==> config.mk <==
export PLATFORM = sky130hd
export DESIGN_NAME = uart_param_transceiver
export DESIGN_NICKNAME = d
export VERILOG_FILES = /design/src/rtl/uart_param_transceiver.sv
export SDC_FILE = /design/constraint.sdc
export NUM_CORES = 1
export LEC_CHECK = 0
export ABC_AREA = 1
export CAP_MARGIN = 40
export CELL_PAD_IN_SITES_DETAIL_PLACEMENT = 1
export CELL_PAD_IN_SITES_GLOBAL_PLACEMENT = 2
export CORE_ASPECT_RATIO = 0.8
export CORE_MARGIN = 5
export CORE_UTILIZATION = 32
export DETAILED_ROUTE_END_ITERATION = 7
export GPL_ROUTABILITY_DRIVEN = 0
export GPL_TIMING_DRIVEN = 0
export PLACE_DENSITY = 0.77
export SYNTH_ARGS = -nofsm -noshare
export SYNTH_HDL_FRONTEND = slang
export SYNTH_SLANG_ARGS = --single-unit
==> constraint.sdc <==
create_clock -name clk -period 1.5 [get_ports clk]
set_input_delay 0.3 -clock clk [delete_from_list [all_inputs] [get_ports clk]]
set_output_delay 0.3 -clock clk [all_outputs]
set_load 0.02 [all_outputs]
==> src/rtl/uart_param_transceiver.sv <==
`default_nettype none
// ============================================================================
// Module      : uart_param_transceiver
// Description : Parameterised UART transmitter and receiver with optional
//               parity, 1/2 stop bits, internal loopback and error flags.
// Revision    : 1.0 - initial release
// ============================================================================
module uart_param_transceiver #(
  parameter int DATA_BITS    = 8,
  parameter int PARITY       = 0,
  parameter int STOP_BITS    = 1,
  parameter int CLKS_PER_BIT = 434
) (
  input  logic                 clk,
  input  logic                 reset_n,
  input  logic                 transmit,
  input  logic [DATA_BITS-1:0] TxData,
  output logic                 tx,
  output logic                 tx_busy,
  output logic                 tx_done,
  input  logic                 rx,
  input  logic                 loopback,
  output logic [DATA_BITS-1:0] RxData,
  output logic                 rx_valid,
  output logic                 parity_err,
  output logic                 frame_err
);

  localparam int c_CNT_W = $clog2(CLKS_PER_BIT);
  localparam int c_IDX_W = 4;

  localparam logic [c_CNT_W-1:0] c_BIT_LAST  = c_CNT_W'(CLKS_PER_BIT - 1);
  localparam logic [c_CNT_W-1:0] c_HALF_LAST = c_CNT_W'(CLKS_PER_BIT / 2 - 1);
  localparam logic [c_IDX_W-1:0] c_DATA_LAST = c_IDX_W'(DATA_BITS - 1);
  localparam logic [c_IDX_W-1:0] c_STOP_LAST = c_IDX_W'(STOP_BITS - 1);
  localparam logic               c_ODD       = (PARITY == 2);
  localparam logic               c_HAS_PAR   = (PARITY != 0);

  localparam logic [2:0] c_ST_IDLE   = 3'd0;
  localparam logic [2:0] c_ST_START  = 3'd1;
  localparam logic [2:0] c_ST_DATA   = 3'd2;
  localparam logic [2:0] c_ST_PARITY = 3'd3;
  localparam logic [2:0] c_ST_STOP   = 3'd4;

  // --------------------------------------------------------------------------
  // Transmitter
  // --------------------------------------------------------------------------
  logic [2:0]           r_tx_state;
  logic [2:0]           w_tx_next;
  logic [c_CNT_W-1:0]   r_tx_cnt;
  logic [c_IDX_W-1:0]   r_tx_idx;
  logic [DATA_BITS-1:0] r_tx_shift;
  logic                 r_tx_par;
  logic                 w_tx_bit_end;
  logic                 w_tx_last_stop;
  logic                 w_tx_load;

  assign w_tx_bit_end   = (r_tx_cnt == c_BIT_LAST);
  assign w_tx_last_stop = (r_tx_state == c_ST_STOP) && w_tx_bit_end && (r_tx_idx == c_STOP_LAST);
  // A request in the final stop cycle chains the next frame with no idle gap.
  assign w_tx_load      = transmit && ((r_tx_state == c_ST_IDLE) || w_tx_last_stop);

  always_ff @(posedge clk or negedge reset_n) begin
    if (!reset_n) begin
      r_tx_state <= c_ST_IDLE;
    end else begin
      r_tx_state <= w_tx_next;
    end
  end

  always_comb begin
    w_tx_next = r_tx_state;
    case (r_tx_state)
      c_ST_IDLE:   if (transmit) w_tx_next = c_ST_START;
      c_ST_START:  if (w_tx_bit_end) w_tx_next = c_ST_DATA;
      c_ST_DATA:   if (w_tx_bit_end && (r_tx_idx == c_DATA_LAST))
                     w_tx_next = c_HAS_PAR ? c_ST_PARITY : c_ST_STOP;
      c_ST_PARITY: if (w_tx_bit_end) w_tx_next = c_ST_STOP;
      c_ST_STOP:   if (w_tx_last_stop) w_tx_next = transmit ? c_ST_START : c_ST_IDLE;
      default:     w_tx_next = c_ST_IDLE;
    endcase
  end

  always_comb begin
    tx      = 1'b1;
    tx_busy = (r_tx_state != c_ST_IDLE);
    tx_done = w_tx_last_stop;
    case (r_tx_state)
      c_ST_START:  tx = 1'b0;
      c_ST_DATA:   tx = r_tx_shift[0];
      c_ST_PARITY: tx = r_tx_par;
      default:     tx = 1'b1;
    endcase
  end

  always_ff @(posedge clk or negedge reset_n) begin
    if (!reset_n) begin
      r_tx_cnt   <= '0;
      r_tx_idx   <= '0;
      r_tx_shift <= '0;
      r_tx_par   <= 1'b0;
    end else begin
      if ((r_tx_state == c_ST_IDLE) || w_tx_bit_end) begin
        r_tx_cnt <= '0;
      end else begin
        r_tx_cnt <= r_tx_cnt + 1'b1;
      end

      if (w_tx_next != r_tx_state) begin
        r_tx_idx <= '0;
      end else if (w_tx_bit_end) begin
        r_tx_idx <= r_tx_idx + 1'b1;
      end

      if (w_tx_load) begin
        r_tx_shift <= TxData;
        r_tx_par   <= (^TxData) ^ c_ODD;
      end else if ((r_tx_state == c_ST_DATA) && w_tx_bit_end) begin
        r_tx_shift <= r_tx_shift >> 1;
      end
    end
  end

  // --------------------------------------------------------------------------
  // Receiver
  // --------------------------------------------------------------------------
  logic                 w_rx_line;
  logic                 r_rx_meta;
  logic                 r_rx_sync;
  logic [2:0]           r_rx_state;
  logic [2:0]           w_rx_next;
  logic [c_CNT_W-1:0]   r_rx_cnt;
  logic [c_IDX_W-1:0]   r_rx_idx;
  logic [DATA_BITS-1:0] r_rx_shift;
  logic                 r_rx_par;
  logic                 r_rx_wait;
  logic                 w_rx_bit_end;
  logic                 w_rx_half;
  logic                 w_rx_shift_en;
  logic                 w_rx_par_en;
  logic                 w_rx_sample_stop;

  assign w_rx_line    = loopback ? tx : rx;
  assign w_rx_bit_end = (r_rx_cnt == c_BIT_LAST);
  assign w_rx_half    = (r_rx_cnt == c_HALF_LAST);

  always_ff @(posedge clk or negedge reset_n) begin
    if (!reset_n) begin
      r_rx_meta <= 1'b1;
      r_rx_sync <= 1'b1;
    end else begin
      r_rx_meta <= w_rx_line;
      r_rx_sync <= r_rx_meta;
    end
  end

  always_ff @(posedge clk or negedge reset_n) begin
    if (!reset_n) begin
      r_rx_state <= c_ST_IDLE;
    end else begin
      r_rx_state <= w_rx_next;
    end
  end

  // After a framing error the line must go high before a new start is trusted.
  always_comb begin
    w_rx_next = r_rx_state;
    case (r_rx_state)
      c_ST_IDLE:   if (!r_rx_sync && !r_rx_wait) w_rx_next = c_ST_START;
      c_ST_START:  if (w_rx_half) w_rx_next = r_rx_sync ? c_ST_IDLE : c_ST_DATA;
      c_ST_DATA:   if (w_rx_bit_end && (r_rx_idx == c_DATA_LAST))
                     w_rx_next = c_HAS_PAR ? c_ST_PARITY : c_ST_STOP;
      c_ST_PARITY: if (w_rx_bit_end) w_rx_next = c_ST_STOP;
      c_ST_STOP:   if (w_rx_bit_end) w_rx_next = c_ST_IDLE;
      default:     w_rx_next = c_ST_IDLE;
    endcase
  end

  always_comb begin
    w_rx_shift_en    = 1'b0;
    w_rx_par_en      = 1'b0;
    w_rx_sample_stop = 1'b0;
    case (r_rx_state)
      c_ST_DATA:   w_rx_shift_en    = w_rx_bit_end;
      c_ST_PARITY: w_rx_par_en      = w_rx_bit_end;
      c_ST_STOP:   w_rx_sample_stop = w_rx_bit_end;
      default:     w_rx_shift_en    = 1'b0;
    endcase
  end

  always_ff @(posedge clk or negedge reset_n) begin
    if (!reset_n) begin
      r_rx_cnt   <= '0;
      r_rx_idx   <= '0;
      r_rx_shift <= '0;
      r_rx_par   <= 1'b0;
      r_rx_wait  <= 1'b0;
      RxData     <= '0;
      rx_valid   <= 1'b0;
      parity_err <= 1'b0;
      frame_err  <= 1'b0;
    end else begin
      if ((r_rx_state == c_ST_IDLE) || w_rx_bit_end ||
          ((r_rx_state == c_ST_START) && w_rx_half)) begin
        r_rx_cnt <= '0;
      end else begin
        r_rx_cnt <= r_rx_cnt + 1'b1;
      end

      if (w_rx_next != r_rx_state) begin
        r_rx_idx <= '0;
      end else if (w_rx_bit_end) begin
        r_rx_idx <= r_rx_idx + 1'b1;
      end

      if (w_rx_shift_en) begin
        r_rx_shift <= {r_rx_sync, r_rx_shift[DATA_BITS-1:1]};
      end
      if (w_rx_par_en) begin
        r_rx_par <= r_rx_sync;
      end

      if (w_rx_sample_stop && !r_rx_sync) begin
        r_rx_wait <= 1'b1;
      end else if (r_rx_sync) begin
        r_rx_wait <= 1'b0;
      end

      rx_valid <= w_rx_sample_stop;
      if (w_rx_sample_stop) begin
        RxData     <= r_rx_shift;
        parity_err <= c_HAS_PAR && (r_rx_par != ((^r_rx_shift) ^ c_ODD));
        frame_err  <= !r_rx_sync;
      end
    end
  end

endmodule
`default_nettype wire

==> Yosys cells after proc, flatten, opt, wreduce, memory -nomap -nowiden <==
Index checks and enable logic that the tools add are counted.
{ "classes": {"addsub": 4, "n_mul": 0, "mux": 28, "n_div": 0, "shifts": 0, "magnitude_cmp": 0, "n_bitwise": 0, "n_eq_ne": 15, "n_reduce_logical": 24} }
{ "op_table": {"columns": ["op", "n"], "rows": [
  ["$mux 3", 10],
  ["$pmux 3 s5", 2],
  ["$add 9x1->9 const B", 2],
  ["$eq 9x9->1 const B", 2],
  ["$mux 9", 2],
  ["$mux 4", 4],
  ["$mux 8", 2],
  ["$eq 3x2->1 const B", 4],
  ["$eq 9x8->1 const B", 1],
  ["$logic_and 1x1->1", 9],
  ["$add 4x1->4 const B", 2],
  ["$eq 4x3->1 const B", 2],
  ["$reduce_bool 2->1", 4],
  ["$reduce_xor 8->1", 1],
  ["$eq 3x1->1 const B", 2],
  ["$eq 3x3->1 const B", 2],
  ["$logic_not 3->1", 2],
  ["$mux 1", 6],
  ["$ne 3x3->1", 2],
  ["$logic_not 4->1", 1],
  ["$logic_or 1x1->1", 4],
  ["$pmux 1 s3", 1],
  ["$reduce_bool 3->1", 1],
  ["$logic_not 1->1", 2],
  ["$mux 2", 1]
]} }
{ "totals": {"latch_bits": 0, "word_cells": 86, "regBits": 62, "romBits": 0, "n_memories": 0, "ram_bits": 0} }

==> Longest topological paths before layout <==
Gate-level depths: netlist of run 1.
{ "logic_depth": {"word_depth": 7, "mapped_depth": 13} }

==> Worst setup path before layout of run 1 <==
No wires, ideal clock.
{ "synth_timing": {"path_type": "reg2out", "startpoint": "register r_tx_cnt[1]", "endpoint": "output port tx_done", "path_buffers": 0, "required_ns": 1.200, "setup_slack_ns": -0.180, "path_stages_with_launch": 8, "arrival_time_ns": 1.380, "cell_sequence": "dfrtp_1 > inv_1 > ha_1 > nand2_1 > nor2_1 > nand2_2 > or2_1 > nor2_1"} }
{ "synth_via": {"elab_chain_cells": 3} }
{ "synth_lines": {"columns": ["item", "line", "text"], "rows": [
  ["start: declaration", "50", "logic [c_CNT_W-1:0] r_tx_cnt;"],
  ["start signal: assignment", "106", "r_tx_cnt <= r_tx_cnt + 1'b1;"],
  ["$eq 9x9->1", "58", "assign w_tx_bit_end = (r_tx_cnt == c_BIT_LAST);"],
  ["$logic_and 1x1->1 (2 in a row)", "59", "assign w_tx_last_stop = (r_tx_state == c_ST_STOP) && w_tx_bit_end && (r_tx_idx == c_STOP_LAST);"],
  ["end: declaration", "20", "output logic tx_done,"]
]} }
Every way passes these cells.

==> Worst setup path after layout of run 1 <==
Same ends and word-level chain as after synthesis.

==> results of run 1 <==
[critical path, delay by kind of cell, from the launching register on]
family / cells / cell delay [ns]
buffers and inverters: 2 / 0.19
adder cells (fa/ha/maj): 1 / 0.14
flip-flops: 1 / 0.39
AND/OR/NAND/NOR: 5 / 0.55
[synthesized netlist by cell type, types with 6 or more instances]
cell type	count
sky130_fd_sc_hd__nor2_1	41
sky130_fd_sc_hd__nand2_1	70
sky130_fd_sc_hd__nor2_2	6
sky130_fd_sc_hd__nor3b_1	6
sky130_fd_sc_hd__inv_2	8
sky130_fd_sc_hd__o21ai_1	15
sky130_fd_sc_hd__dfrtp_1	60
sky130_fd_sc_hd__xor2_1	8
sky130_fd_sc_hd__xnor2_1	6
sky130_fd_sc_hd__nand2_2	6
sky130_fd_sc_hd__inv_1	39
sky130_fd_sc_hd__nor3_1	10
sky130_fd_sc_hd__o21ai_2	10
sky130_fd_sc_hd__nand3_1	17
sky130_fd_sc_hd__ha_1	8
sky130_fd_sc_hd__a21oi_1	13
[cell families (layout without fill, tap and decap cells)]
kind of cell    count (synthesis)  count (layout)  synth area share [%]
simple gates                  176             177                 27.29
flops                          62              62                 48.71
buf+inv                        52             135                 6.902
compound gates                 50              50                 9.647
xor+xnor                       14              14                 3.843
fa+ha+maj                       8               8                 3.137
other cells                     1               1                0.1175
mux                             1               1                0.3529
[per-layer routing]
layer	wire length [um]	global-route usage, %	vias up
li1	-	-	1339
met1	3942	19.22	1376
met2	4727	25.61	31
met3	274	4.264	15
met4	142	4.651	0
met5	0	0	-
[metrics by stage]
step / hold WS [ns] / setup slack [ns] / TNS, ns / total power, mW
CTS: 0.09729 / -0.4742 / -4.966 / 4.121
global placement: 0.3522 / -2.026 / -131.29 / 1.823
finish: 0.04857 / -0.3952 / -5.714 / 4.085
global route: 0.1220 / -0.4924 / -9.561 / 4.219
detailed placement: 0.3523 / -0.7860 / -9.516 / 1.823
floorplan: 0.004409 / -0.06796 / -0.1118 / 1.746
[sequential cells by signal (all words and copies together), names as in the netlist, 3 cells and up]
signal      count
r_rx_shift      8
r_rx_idx        4
r_tx_shift      8
r_tx_cnt        9
r_tx_state      3
r_rx_cnt        9
r_rx_state      3
RxData          8
r_tx_idx        4
[power breakdown]
part / switching (mW) / total [mW] / internal [mW]
clock: 0.829 / 2.29 / 1.46
combinational: 0.0686 / 0.117 / 0.0487
sequential: 0.00227 / 1.68 / 1.68
[final timing paths]
path                                   from             to  slack (ns)
worst min register to register    r_rx_meta      r_rx_sync        0.36
worst min-delay path                reset_n       rx_valid        0.05
min in group clk                  r_rx_meta      r_rx_sync        0.36
worst max register to register  r_tx_cnt[1]  r_tx_shift[4]       -0.31
worst max-delay path            r_tx_cnt[1]        tx_done       -0.40
max in group asynchronous           reset_n  r_tx_state[0]        0.85
[final cells by class]
class                   instances  share of cell area (%)
flip-flops and latches         62                   32.75
clock inverters                 7                   2.073
well taps                     136                   3.569
repair buffers                 67                   13.54
inverters                      48                   4.251
plain buffers                   4                   1.102
clock buffers                   9                   4.723
multi-input cells             251                   38.00
[timing repair]
action                                  in CTS  in global routing
endpoints found under the setup margin      61                 55
pin swaps                                   16                 21
resized for setup                           93                 72
gates cloned                                 3                  0
setup buffers                               26                 16
==> flow_metrics.py, run 1 <==
metrics = {
    "status": {
        "outcome": "finished with violations",
        "violations": "negative setup slack",
    },
    "die": {
        "die_h_um": 99.31,
        "placement_rows": 32,
        "io_pins": 27,
        "core_area_um2": 9689,
        "start_util_pct": 32.93,
        "die_width_um": 121.6,
        "dieArea_um2": 12080,
    },
    "layout": {
        "mostFrequentLayoutCell": "sky130_fd_sc_hd__dfrtp_1",
        "postLayoutCellArea_um2": 4768,
        "antenna-diode-count": 0,
        "area.growth.synth_to_final_pct": 49.45,
        "post-route-util_pct": 49.21,
        "nNetsFinal": 464,
        "final_layout_size_suffix_gt1_share_pct": 43.30,
        "fin_cells": 584,
        "final_cell_mix": "sky130_fd_sc_hd__dfrtp_1 (54), sky130_fd_sc_hd__nand2_1 (46), sky130_fd_sc_hd__inv_1 (32), sky130_fd_sc_hd__nor2_1 (32), sky130_fd_sc_hd__buf_4 (25)",
        "layout.filler_cells": 1104,
        "multi_input_area_um2": 1812,
        "layout.area.seq_um2": 1562,
    },
    "sta": {
        "least_margin_pin_slew_ns": 0.8163,
        "max_freq_mhz": 527.6,
        "fin_ws_ns": -0.3952,
        "timing.final.crit_period_ns": 1.895,
        "grt_setup_unrepaired": "true",
        "fin_crit_sh_pct": 126.3,
        "setup_viol": 41,
        "slew_headroom_pct": 45.58,
        "timing_hold_violations_final": 0,
        "finClkSkew_ns": 0.008124,
        "timing.final.max_slew_violations": 0,
    },
    "global_route": {
        "grt_antenna_before_repair": 0,
        "globalRouteTotalUtil_pct": 15.28,
        "global_route_wire_length_before_repair_mm": 14.55,
        "gr-total-overflow": 0,
        "first_global_vias": 2959,
        "grt_max_degree": 63,
    },
    "synthesis": {
        "synth_top_cells_by_area": "sky130_fd_sc_hd__dfrtp_1 (47%), sky130_fd_sc_hd__nand2_1 (8.2%), sky130_fd_sc_hd__nor2_1 (4.8%)",
        "number_of_synthesis_warnings": 0,
        "post_syn_area_um2": 3191,
        "synth_seq_area_share_pct": 48.71,
        "postSynth.asyncResetShare_pct": 100.0,
        "synth_top_cell_by_area": "sky130_fd_sc_hd__dfrtp_1",
        "synthDistinctLibCells": 38,
        "synth-edff-count": 0,
        "avgSynthCellArea_um2": 8.765,
        "synth.top_cell.area_share_pct": 47.06,
        "mappedNetlistNets": 385,
        "synth-main-ff-cell": "sky130_fd_sc_hd__dfrtp_1",
        "synth_seq_cells": 62,
        "number_of_instances_in_the_synthesized_netlist": 364,
    },
    "drt": {
        "drc": 0,
        "detailedRoute.firstPassIterationCount": 4,
        "drtAntennaViolNets": 0,
        "drt-vias-per-instance": 4.728,
        "routed_wire_length_per_instance_um": 15.56,
        "vias": 2761,
        "wirelength_mm": 9.086,
        "first_iter_violations": 108,
    },
    "clock_tree": {
        "tritoncts.num_buffers": 9,
        "path_clk_slew_ns": 0.06,
        "cts_root_buffer_type": "sky130_fd_sc_hd__clkbuf_16",
        "cts_hold_buffers": 0,
        "cts_tree": "done",
        "clkSinkCount": 62,
        "cts_htree_levels": 3,
        "insertion_delay_of_the_later_clocked_pin_in_the_worst_skew_pair_ns": 0.34,
        "cts-root-to-sink-buffers": 2,
    },
    "placement": {
        "post-dp-hpwl_mm": 5.069,
        "place.detailed.instances": 525,
        "port_buffers": 25,
        "placed_cell_area_um2": 3616,
    },
    "pwr": {
        "powerDensity_nw_per_um2": 856.7,
        "peakVddDrop_uv": 441.2,
        "static-leakage-power_nw": 2.183,
    },
    "critical_path": {
        "cp_data_arrival_time_ns": 1.60,
        "critical_path.max_stage_delay_ns": 0.39,
        "critPathSlowestCell": "sky130_fd_sc_hd__dfrtp_1",
        "worst_path_cell_chain": "inv_2 > ha_4 > nand2_4 > nor2_4 > nand2_2 > or2_4 > nor2_4 > buf_6",
        "critical_path_class": "register to primary output",
        "cp_capture_type": "primary output",
        "critPathRequiredTime_ns": 1.20,
        "crit_path_frequent_cell": "sky130_fd_sc_hd__nor2_4",
        "reg2regPathDepth": 14,
        "setup.worst_path.start_class": "register",
        "worstPathMaxFanout": 2,
    },
    "run": {
        "number_of_max_cap_violations": 0,
    },
    "worst_hold_path": {
        "min-delay-path-class": "input port to async pin",
    },
}
Note: power is estimated with default switching activity, not from simulation.
==> run 2, diff against run 1 <==
Settings changed: CELL_PAD_IN_SITES_GLOBAL_PLACEMENT 2 to 1, CORE_UTILIZATION 32 to 40, PLACE_DENSITY 0.77 to 0.78.
==> flow_metrics.py, run 2 (synthesis gave the netlist of run 1 again) <==
metrics = {
    "pwr": {
        "power_mw": 3.473,
        "peakVddDrop_uv": 438.7,
        "powerDensity_nw_per_um2": 724.5,
        "static-leakage-power_nw": 2.187,
    },
    "layout": {
        "area.growth.synth_to_final_pct": 50.24,
        "fin_cells": 562,
        "nNetsFinal": 470,
        "final_cell_mix": "sky130_fd_sc_hd__dfrtp_1 (53), sky130_fd_sc_hd__nand2_1 (45), sky130_fd_sc_hd__inv_1 (31)",
        "final_layout_size_suffix_gt1_share_pct": 45.15,
        "reg.largest.list": "r_rx_cnt (9), r_tx_cnt (9)",
        "mostFrequentLayoutCell": "sky130_fd_sc_hd__dfrtp_1",
        "antenna-diode-count": 0,
    },
    "drt": {
        "drt-vias-per-instance": 5.084,
        "first_iter_violations": 108,
        "drc": 0,
        "routed_wire_length_per_instance_um": 19.02,
        "detailedRoute.firstPassIterationCount": 4,
        "wirelength_mm": 10.69,
        "vias": 2857,
        "drtAntennaViolNets": 0,
    },
    "sta": {
        "timing_hold_violations_final": 0,
        "setup_viol": 46,
        "timing.final.crit_period_ns": 1.984,
        "fin_ws_ns": -0.4844,
        "timing.final.max_slew_violations": 0,
        "slew_headroom_pct": 45.96,
        "fin_crit_sh_pct": 132.3,
        "finClkSkew_ns": 0.01090,
        "least_margin_pin_slew_ns": 0.8107,
        "max_freq_mhz": 503.9,
        "grt_setup_unrepaired": "true",
    },
    "critical_path": {
        "critical_path_class": "register to primary output",
        "cp_data_arrival_time_ns": 1.68,
        "worstPathMaxFanout": 5,
        "cp-startpoint": "r_tx_cnt[2]",
        "critical_path.reg2reg.startpoint": "r_tx_cnt[0]",
        "cp_capture_type": "primary output",
        "ff2ff_setup_slack_ns": -0.38,
        "critPathRequiredTime_ns": 1.20,
        "setup.worst_path.start_class": "register",
        "crit_end": "tx_done",
        "reg2regPathDepth": 8,
        "crit-reg2reg-capture": "r_tx_cnt[7]",
    },
    "die": {
        "io_pins": 27,
        "die_h_um": 89.88,
        "core_area_um2": 7838,
        "dieArea_um2": 9873,
        "start_util_pct": 40.71,
        "die_width_um": 109.9,
        "placement_rows": 29,
    },
    "global_route": {
        "grt_max_degree": 63,
        "globalRouteTotalUtil_pct": 19.48,
        "first_global_vias": 3097,
        "grt_antenna_before_repair": 0,
        "gr-total-overflow": 0,
        "global_route_wire_length_before_repair_mm": 15.19,
    },
    "placement": {
        "post-dp-hpwl_mm": 5.052,
        "place.detailed.instances": 497,
        "port_buffers": 25,
    },
    "clock_tree": {
        "insertion_delay_of_the_later_clocked_pin_in_the_worst_skew_pair_ns": 0.37,
        "path_clk_slew_ns": 0.07,
        "cts_root_buffer_type": "sky130_fd_sc_hd__clkbuf_8",
        "cts-root-to-sink-buffers": 2,
        "cts_hold_buffers": 0,
        "tritoncts.num_buffers": 9,
        "cts_htree_levels": 3,
        "cts_tree": "done",
        "clkSinkCount": 62,
    },
    "status": {
        "violations": "negative setup slack",
        "outcome": "finished with violations",
    },
    "worst_hold_path": {
        "min-delay-path-class": "input port to async pin",
    },
    "run": {
        "number_of_max_cap_violations": 0,
    },
}
## run 2: cell types whose count changed in the layout (fill, tap and decap cells not counted), moves of 3 or more
| cell | before | now |
|---|---|---|
| sky130_fd_sc_hd__a21oi_1 | 9 | 12 |
| sky130_fd_sc_hd__nand2_2 | 23 | 13 |
| sky130_fd_sc_hd__inv_4 | 1 | 5 |
| sky130_fd_sc_hd__buf_4 | 25 | 28 |
| sky130_fd_sc_hd__a21oi_2 | 4 | 1 |
| sky130_fd_sc_hd__nor2_2 | 9 | 15 |
| sky130_fd_sc_hd__clkbuf_16 | 9 | 0 |
| sky130_fd_sc_hd__clkbuf_8 | 0 | 10 |
| sky130_fd_sc_hd__nor3_2 | 5 | 8 |
| sky130_fd_sc_hd__nor2_1 | 32 | 27 |
| sky130_fd_sc_hd__nand2_4 | 6 | 16 |
| sky130_fd_sc_hd__clkinv_4 | 3 | 0 |
| sky130_fd_sc_hd__o21ai_4 | 1 | 4 |
## run 2: cell type report
| cell class | instances | area (um2) |
|---|---|---|
| Clock buffer | 12 | 145.1 |
| Multi-Input combinational cell | 251 | 1911 |
| Buffer | 4 | 48.80 |
| Tap cell | 108 | 135.1 |
| Fill cell | 867 | 3044 |
| Timing Repair Buffer | 73 | 720.7 |
| Sequential cell | 62 | 1563 |
| Inverter | 48 | 200.2 |
| Clock inverter | 4 | 70.07 |
## run 2: worst min-delay path by stage
| stage | end | cells after the start | slack, ns | from |
|---|---|---|---|---|
| after floorplan | RxData[0] | 0 | 0.004 | reset_n |
| after global placement | r_rx_sync | 0 | 0.35 | r_rx_meta |
| after detailed placement | r_rx_sync | 0 | 0.35 | r_rx_meta |
| after CTS | r_rx_cnt[4] | 1 | 0.07 | reset_n |
| after global routing | r_rx_cnt[7] | 1 | 0.08 | reset_n |
| final | r_rx_cnt[7] | 1 | 0.02 | reset_n |
## run 2: repair_timing
item,in CTS,in global routing
resized for setup,110,78
pin swaps,21,21
buffers inserted,31,20
cloned,3,0
endpoints found under the setup margin,57,61
## run 2: stage by stage
step	util [%]	cell area, um2	hold slack [ns]	setup TNS (ns)	setup slack, ns
floorplan	-	3198	0.004409	-0.1118	-0.06796
global placement	45.72	3583	0.3466	-126.94	-1.967
detailed placement	45.69	3581	0.3490	-7.985	-0.7579
CTS	55.86	4378	0.06947	-4.781	-0.4528
global route	61.16	4793	0.08264	-12.43	-0.5645
finish	61.16	4793	0.02333	-7.897	-0.4844
## run 2: layer usage
metal,share of wire (%),track usage [%],vias up
li1,-,-,1344
met1,41,23.81,1452
met2,55,33.48,47
met3,3.4,5.802,14
met4,1.2,4.361,0
met5,0,0,-
## run 2: where the power goes
group / total, mW / internal (mW) / switching [mW]
clock network: 1.68 / 0.977 / 0.702
registers: 1.68 / 1.68 / 0.00362
logic: 0.114 / 0.0497 / 0.0641
## run 2: worst max-delay path, cell delays in order (launching register included)
cell                      delay (ns)
sky130_fd_sc_hd__dfrtp_2        0.45
sky130_fd_sc_hd__inv_1          0.09
sky130_fd_sc_hd__nand2_1        0.07
sky130_fd_sc_hd__nor2_2         0.15
sky130_fd_sc_hd__nand2_2        0.10
sky130_fd_sc_hd__or2_4          0.27
sky130_fd_sc_hd__nor2_4         0.08
sky130_fd_sc_hd__buf_6          0.12
